$ cat src/rtl/fetch_unit.sv
`default_nettype none
// ============================================================================
// Module   : fetch_unit
// Brief    : RV32I instruction-fetch front end. It holds the PC, addresses the
//            BIOS and IMEM (1-cycle read latency), steers the returned word to
//            IF/D and squashes wrong-path slots on a redirect.
//            Optional macro FETCH_CNT_EN adds fetch and kill event counters.
// Revision : 1.0 - initial release
// ============================================================================
module fetch_unit #(
    parameter logic [31:0] RESET_PC = 32'h4000_0000,
    parameter logic [31:0] NOP_INST = 32'h0000_0013
) (
    input  logic        clk_i,
    input  logic        rst_ni,
    input  logic        stall_i,
    input  logic        pc_sel_i,
    input  logic [31:0] alu_target_i,
    output logic [31:0] fetch_addr_o,
    output logic        bios_en_o,
    input  logic [31:0] bios_dout_i,
    input  logic [31:0] imem_dout_i,
    output logic [31:0] inst_o,
    output logic [31:0] inst_pc_o,
    output logic        inst_valid_o,
    output logic        misalign_o
`ifdef FETCH_CNT_EN
    ,
    output logic [31:0] fetch_cnt_o,
    output logic [31:0] kill_cnt_o
`endif
);

    localparam logic [31:0] C_PC_INIT = RESET_PC - 32'd4;

    typedef enum logic [1:0] {
        ST_BOOT = 2'd0,
        ST_RUN  = 2'd1,
        ST_KILL = 2'd2
    } state_t;

    state_t      st_q, st_d;
    logic [31:0] pc_q, next_pc_d;
    logic        src_bios_q;
    logic        misalign_q, misalign_d;
    logic [31:0] raw_w;
    logic        squash_w;

    assign raw_w = src_bios_q ? bios_dout_i : imem_dout_i;

    always_comb begin
        next_pc_d    = pc_q + 32'd4;
        st_d         = st_q;
        misalign_d   = misalign_q;
        inst_o       = NOP_INST;
        inst_valid_o = 1'b0;
        squash_w     = 1'b0;

        if (pc_sel_i) begin
            next_pc_d = {alu_target_i[31:2], 2'b00};
            st_d      = ST_KILL;
            if (alu_target_i[1:0] != 2'b00) begin
                misalign_d = 1'b1;
            end
        end else if (stall_i) begin
            next_pc_d = pc_q;
        end else begin
            st_d = ST_RUN;
        end

        // The word on the memory outputs is wrong-path as soon as a redirect shows up.
        if (st_q == ST_RUN) begin
            if (pc_sel_i) begin
                squash_w = 1'b1;
            end else begin
                inst_o       = raw_w;
                inst_valid_o = 1'b1;
            end
        end
    end

    // Memories see the reset PC while reset is held, independent of other inputs.
    assign fetch_addr_o = rst_ni ? next_pc_d : RESET_PC;
    assign bios_en_o    = fetch_addr_o[30];
    assign inst_pc_o    = pc_q;
    assign misalign_o   = misalign_q;

    always_ff @(posedge clk_i or negedge rst_ni) begin
        if (!rst_ni) begin
            pc_q       <= C_PC_INIT;
            src_bios_q <= RESET_PC[30];
            st_q       <= ST_BOOT;
            misalign_q <= 1'b0;
        end else begin
            pc_q       <= next_pc_d;
            src_bios_q <= next_pc_d[30];
            st_q       <= st_d;
            misalign_q <= misalign_d;
        end
    end

`ifdef FETCH_CNT_EN
    logic [31:0] fetch_cnt_q;
    logic [31:0] kill_cnt_q;

    always_ff @(posedge clk_i or negedge rst_ni) begin
        if (!rst_ni) begin
            fetch_cnt_q <= 32'd0;
            kill_cnt_q  <= 32'd0;
        end else begin
            if (inst_valid_o && !stall_i) begin
                fetch_cnt_q <= fetch_cnt_q + 32'd1;
            end
            if (squash_w) begin
                kill_cnt_q <= kill_cnt_q + 32'd1;
            end
        end
    end

    assign fetch_cnt_o = fetch_cnt_q;
    assign kill_cnt_o  = kill_cnt_q;
`endif

endmodule
`default_nettype wire
$ cat config.mk
export PLATFORM = sky130hd
export DESIGN_NAME = fetch_unit
export DESIGN_NICKNAME = d
export VERILOG_FILES = /design/src/rtl/fetch_unit.sv
export SDC_FILE = /design/constraint.sdc
export NUM_CORES = 1
export LEC_CHECK = 0
export CAP_MARGIN = 10
export CORE_MARGIN = 5
export CORE_UTILIZATION = 37
export CTS_BUF_LIST = sky130_fd_sc_hd__clkbuf_2 sky130_fd_sc_hd__clkbuf_4 sky130_fd_sc_hd__clkbuf_8
export DETAILED_ROUTE_END_ITERATION = 8
export PLACE_DENSITY = 0.95
export SYNTH_ARGS = -nofsm -noshare
export SYNTH_HDL_FRONTEND = slang
export SYNTH_SLANG_ARGS = --single-unit
export TNS_END_PERCENT = 5
$ cat constraint.sdc
create_clock -name clk_i -period 5.2 [get_ports clk_i]
set_input_delay 1.56 -clock clk_i [delete_from_list [all_inputs] [get_ports clk_i]]
set_output_delay 1.56 -clock clk_i [all_outputs]
set_load 0.03 [all_outputs]
==> results of run 1 <==
-- sequential cells by signal, summed over array words and instances (netlist names) --
name        count
inst_pc_o      32
st_q            2
misalign_o      1
src_bios_q      1
-- logic make-up (layout without fill, tap and decap cells) --
kind of cell / after synthesis / in the layout / synth area share, %
AO/OA/AOI/OAI: 65 / 65 / 15.3
adder cells (fa/ha/maj): 1 / 1 / 0.429
XOR/XNOR: 12 / 12 / 3.61
buffers and inverters: 36 / 236 / 4.85
multiplexers: 34 / 34 / 11.7
AND/OR/NAND/NOR: 176 / 176 / 32.0
flip-flops: 36 / 36 / 32.1
-- area by class of cell --
| cell class | instances | area, µm² | area share [%] |
|---|---|---|---|
| well taps | 102 | 128 | 2.37 |
| repair buffers | 219 | 2300 | 42.6 |
| flip-flops and latches | 36 | 937 | 17.4 |
| clock buffers | 8 | 97.6 | 1.81 |
| multi-input cells | 288 | 1890 | 35.1 |
| inverters | 9 | 33.8 | 0.627 |
-- cells in the final DEF (no fill, tap or decap), types with 10 or more instances in the layout --
cell type and count:
clkdlybuf4s50_1 135, buf_4 55, nor2_1 53, mux2i_1 34, dfstp_2 29, nand2_1 27
buf_12 25, nand4_1 15, nand3_1 14, a21oi_1 13, nor3_1 11, o21ai_0 11
nor4_1 10
-- worst paths after layout --
| path | end | startpoint | cells after the start | slack, ns |
|---|---|---|---|---|
| max | fetch_addr_o[21] | stall_i | 7 | 0.05 |
| min | misalign_o | misalign_o | 1 | 0.49 |
| max reg2reg | inst_pc_o[21] | inst_pc_o[6] | 4 | 2.83 |
| min reg2reg | misalign_o | misalign_o | 1 | 0.49 |
| max in group asynchronous | inst_pc_o[8] | rst_ni | 3 | 3.29 |
| min in group asynchronous | inst_pc_o[30] | rst_ni | 2 | 1.26 |
-- per-stage QoR --
step	instances	TNS [ns]	instance area, µm²	worst slack (ns)
floorplan	360	-0.368	2920	-0.198
global placement	654	-0.655	5240	-0.156
detailed placement	654	-1.32	5240	-0.236
CTS	662	0	5370	0.0662
global route	662	-0.00946	5380	-0.00946
finish	662	0	5380	0.0497
-- timing repair --
action                     in CTS  in global routing
resized for setup              10                  2
setup endpoints to repair       9                  4
pin swaps                       2                  2
-- layer usage --
metal,part of all wire [%],routed length (µm),up-vias
met3,9.4,1250,28
met5,0,0,-
met2,52,6840,249
met1,36,4800,1755
met4,2.9,388,0
li1,-,-,1737
-- power breakdown --
part | internal, µW | leakage (µW) | total [µW] | switching (µW)
clock network | 119 | 0.0000523 | 217 | 98.8
logic | 217 | 0.00170 | 447 | 231
registers | 323 | 0.000388 | 375 | 52.1
==> impl_metrics.json, run 1 <==
{
  "status": "completed",
  "grt_overflow_total": 0,
  "synthTopCellsByCount": "nor2_1, mux2i_1, dfstp_2",
  "synth_top_area_share_pct": 26.1,
  "clockBufferDepth": 2,
  "maxSlewViolCount": 0,
  "setup_viol": 0,
  "async_reset_ff_share_pct": 100,
  "drtPass1Iterations": 6,
  "max_freq_mhz": 194,
  "via_count": 3769,
  "crit_path_start_kind": "input port",
  "drtIter0Drc": 245,
  "grt_most_used_layer": "met2",
  "syn_avg_cell_area_um2": 8.10,
  "worstMarginPinSlew_ns": 0.914,
  "fill_cells": 595,
  "hold_viol": 0,
  "grt_pass1_wl_um": 20900,
  "grt_max_degree": 42,
  "synth_top_area_cell": "dfstp_2",
  "maxCapViolCount": 0,
  "ys_ff_latch": 36,
  "p_per_area_nw_per_um2": 193,
  "fin_crit_sh_pct": 99.0,
  "ios": 199,
  "crit_family": "simple AND/OR/NAND/NOR gates",
  "die_h_um": 98.8,
  "maxSlewHeadroom_pct": 39.1,
  "critPathKind": "input port to output pin",
  "detail-route-antenna-nets": 0,
  "first_global_vias": 3769,
  "cp_cell_sequence": "dlygate4sd2_1, buf_4, nand3b_1, or3_1, or4_1, a311oi_2, buf_4",
  "cp_max_fo": 8,
  "cts_made_buffers": 5,
  "drive_gt1_share_pct": 24.1,
  "fp.coreArea_um2": 7690,
  "slowest_stage": "or4_1",
  "max_stage_delay_ns": 0.49,
  "p_leak_uw": 0.00214,
  "synth_cell_types": 48,
  "routed_wl_um": 13300,
  "post-route-util_pct": 70.0,
  "syn_area_um2": 2920,
  "postCtsSetupRepairBufs": 0,
  "cts_max_level": 2,
  "portBuffers": 198,
  "worst_clock_skew_ns": 0.0103,
  "fin_crit_ns": 5.15,
  "yosys_warnings": 0,
  "syn_inst": 360,
  "synth_most_common_cell": "nor2_1",
  "cp_common_cell": "buf_4",
  "cts_root_buf": "clkbuf_8",
  "die_w_um": 98.8,
  "numClockSinks": 36,
  "diodes": 0,
  "antenna_found_initial": 0,
  "hold-worst-slack_ns": 0.488,
  "cts.clk_slew.worst_paths_ns": 0.06,
  "grt_use_total_pct": 26.5,
  "synth-seq-area-share_pct": 32.1,
  "cp.arrival_ns": 3.59,
  "finalPower_uw": 1040,
  "viasPerCell": 5.69,
  "cts_tree": "done",
  "gp_congestion": 0.989,
  "ir_drop_mv": 0.150,
  "nets": 660,
  "area_growth_pct": 84.7,
  "start_util_pct": 37.9,
  "use_met2_pct": 48.4,
  "synth_edf_count": 0,
  "clk_latency_ns": 0.29,
  "use_met1_pct": 30.7,
  "die_area_um2": 9750,
  "rsz0062_at_grt": "yes",
  "cp.required_ns": 3.64,
  "synth_area_leaders": "dfstp_2, mux2i_1, nor2_1",
  "hold_path_class": "flop to flop",
  "hpwl_um": 10800,
  "wl_per_cell_um": 20.1,
  "syn_nets": 461,
  "worst_setup_path_end_kind": "output pin",
  "grtUsageMet3_pct": 6.65,
  "cp_num_buf_inv": 3,
  "holdBufCountCts": 0,
  "synth-main-ff-cell": "dfstp_2",
  "drcViolationCount": 0,
  "rows": 32
}
No activity file was read; power rests on OpenSTA's default activity.
==> run 2, diff against run 1 <==
Settings changed: CORE_MARGIN 5 to 8, CORE_UTILIZATION 37 to 59, DONT_BUFFER_PORTS set to 1, PLACE_DENSITY 0.95 to 0.87.
==> run 2 against run 1 <==
  * Setup slack improved by 0.26 ns
  * Count of clock-buffer cells in the layout fell by 2
  * Total power shrank 17%
  * Sequential power grew 14%
  * Via count decreased by 19%
  * Hold slack worse by 0.0063 ns
  * Flip-flop and latch count stayed put
  * Die area fell by 24%
  * Critical path depth decreased by 2
  * First-iteration DRC count is 52% higher
  * Core utilization decreased by 1.9 points
==> impl_metrics.json, run 2 (synthesized netlist as in run 1, its figures left out) <==
{
  "cp.arrival_ns": 3.33,
  "holdBufCountCts": 0,
  "area_growth_pct": 11.2,
  "rows": 25,
  "maxSlewViolCount": 0,
  "fp.coreArea_um2": 4750,
  "clockBufferDepth": 2,
  "final_cell_mix": "nor2_1, mux2i_1, buf_4, dfstp_2, nand2_1",
  "rr_endpoint": "inst_pc_o[31]",
  "routed_wl_um": 10600,
  "drive_gt1_share_pct": 21.2,
  "cts-resized-gates": 0,
  "gp_congestion": 0.905,
  "portBuffers": 0,
  "drcViolationCount": 0,
  "hold_path_class": "flop to flop",
  "drtIter0Drc": 373,
  "detail-route-antenna-nets": 0,
  "numClockSinks": 36,
  "cp.required_ns": 3.64,
  "hold_viol": 0,
  "max_freq_mhz": 204,
  "fin_crit_ns": 4.89,
  "cts_made_buffers": 5,
  "cts.clk_slew.worst_paths_ns": 0.08,
  "cts_root_buf": "clkbuf_8",
  "worst_setup_path_end_kind": "output pin",
  "pre_cts_slack_ns": 0.324,
  "clk_latency_ns": 0.30,
  "viasPerCell": 6.95,
  "via_count": 3060,
  "cts_max_level": 2,
  "hold_end": "st_q[1]",
  "holdPathStages": 2,
  "design_area_um2": 3240,
  "regArea_um2": 937,
  "grt_max_degree": 49,
  "fill_cells": 409,
  "layout_commonest_cell": "nor2_1",
  "cp_max_fo": 9,
  "ff2ff_path_depth": 4,
  "ios": 199,
  "maxCapViolCount": 0,
  "setup_viol": 0,
  "ir_drop_mv": 0.182,
  "dp.cells": 432,
  "grt_use_total_pct": 27.4,
  "start_util_pct": 61.3,
  "crit_path_start_kind": "input port",
  "die_area_um2": 7450,
  "grt_overflow_total": 0,
  "postCtsSetupRepairBufs": 0,
  "grt_pass1_wl_um": 16200,
  "dpl_cell_area_um2": 3140,
  "hpwl_um": 8180,
  "die_h_um": 86.3,
  "finalWorstSetupSlack_ns": 0.307,
  "worstMarginPinSlew_ns": 0.881,
  "first_global_vias": 2940,
  "antenna_found_initial": 0,
  "diodes": 0,
  "maxSlewHeadroom_pct": 40.7,
  "rsz0062_at_grt": "no",
  "rr_startpoint": "inst_pc_o[6]",
  "p_per_area_nw_per_um2": 267,
  "fin_crit_sh_pct": 94.1,
  "cts_tree": "done",
  "critPathKind": "input port to output pin",
  "wl_per_cell_um": 24.1,
  "status": "completed",
  "hp-start": "st_q[1]",
  "drtPass1Iterations": 5,
  "die_w_um": 86.3,
  "multiInputGateArea_um2": 1850,
  "p_leak_uw": 0.00124,
  "rrSetupSlack_ns": 2.62,
  "largest_reg_flops": 32,
  "nets": 473,
  "fin_cells": 440,
  "worst_clock_skew_ns": 0.00505
}
==> run 2: cell count changes in the layout (fill, tap and decap cells not counted), moves of 3 or more <==
cell             previous run  this run
buf_12                     25         0
buf_4                      55        32
clkdlybuf4s50_1           135         0
dlygate4sd2_1               3         0
a311oi_2                    4         1
a311oi_1                    4         7
==> run 2: area by class of cell <==
type / instances / share of cell area, %
repair buffers: 32 / 7.41
flip-flops and latches: 36 / 28.9
well taps: 67 / 2.59
clock inverters: 2 / 0.463
inverters: 9 / 1.04
clock buffers: 6 / 2.55
multi-input cells: 288 / 57.0
==> run 2: report_power, final <==
part / internal, µW / switching (µW) / total (µW) / leakage [µW]
clock: 107 / 115 / 222 / 0.0000434
sequential: 325 / 104 / 429 / 0.000388
combinational: 80.8 / 132 / 213 / 0.000805
total: 513 / 352 / 864 / 0.00124
==> run 2: how the worst max path moves through the flow <==
stage | startpoint | endpoint | slack (ns) | cells after the start
after CTS | stall_i | fetch_addr_o[25] | 0.33 | 5
after global placement | stall_i | fetch_addr_o[25] | 0.38 | 5
after global routing | stall_i | fetch_addr_o[27] | 0.23 | 5
after floorplan | stall_i | fetch_addr_o[28] | -0.20 | 5
final | stall_i | fetch_addr_o[25] | 0.31 | 5
after detailed placement | stall_i | fetch_addr_o[25] | 0.32 | 5
==> run 2: critical path, cell delays in order <==
cell and delay, ns:
nand3b_1 0.30, or2_2 0.43, or4_4 0.49, a311oi_1 0.32, buf_4 0.22
==> run 2: stage by stage <==
step / hold slack [ns] / utilization, % / setup TNS [ns] / total power [µW]
after global routing: 0.520 / 68.2 / 0 / 902
after global placement: 0.455 / 66.1 / 0 / 636
after floorplan: 0.441 / - / -0.368 / 586
after detailed placement: 0.461 / 66.1 / 0 / 644
after CTS: 0.481 / 68.2 / 0 / 863
final: 0.481 / 68.2 / 0 / 864
==> run 2: routing by layer <==
metal | vias to the layer above | GRT usage [%] | wire [µm]
met3 | 36 | 11.3 | 1460
met4 | 0 | 11.7 | 367
li1 | 1361 | - | -
met5 | - | 0 | 0
met1 | 1434 | 28.7 | 3490
met2 | 229 | 47.0 | 5310
==> run 3, diff against run 2 <==
Settings changed: CTS_CLUSTER_SIZE set to 16.
==> results of run 3 <==
Final layout, timing and power as in run 2 (identical DEF).
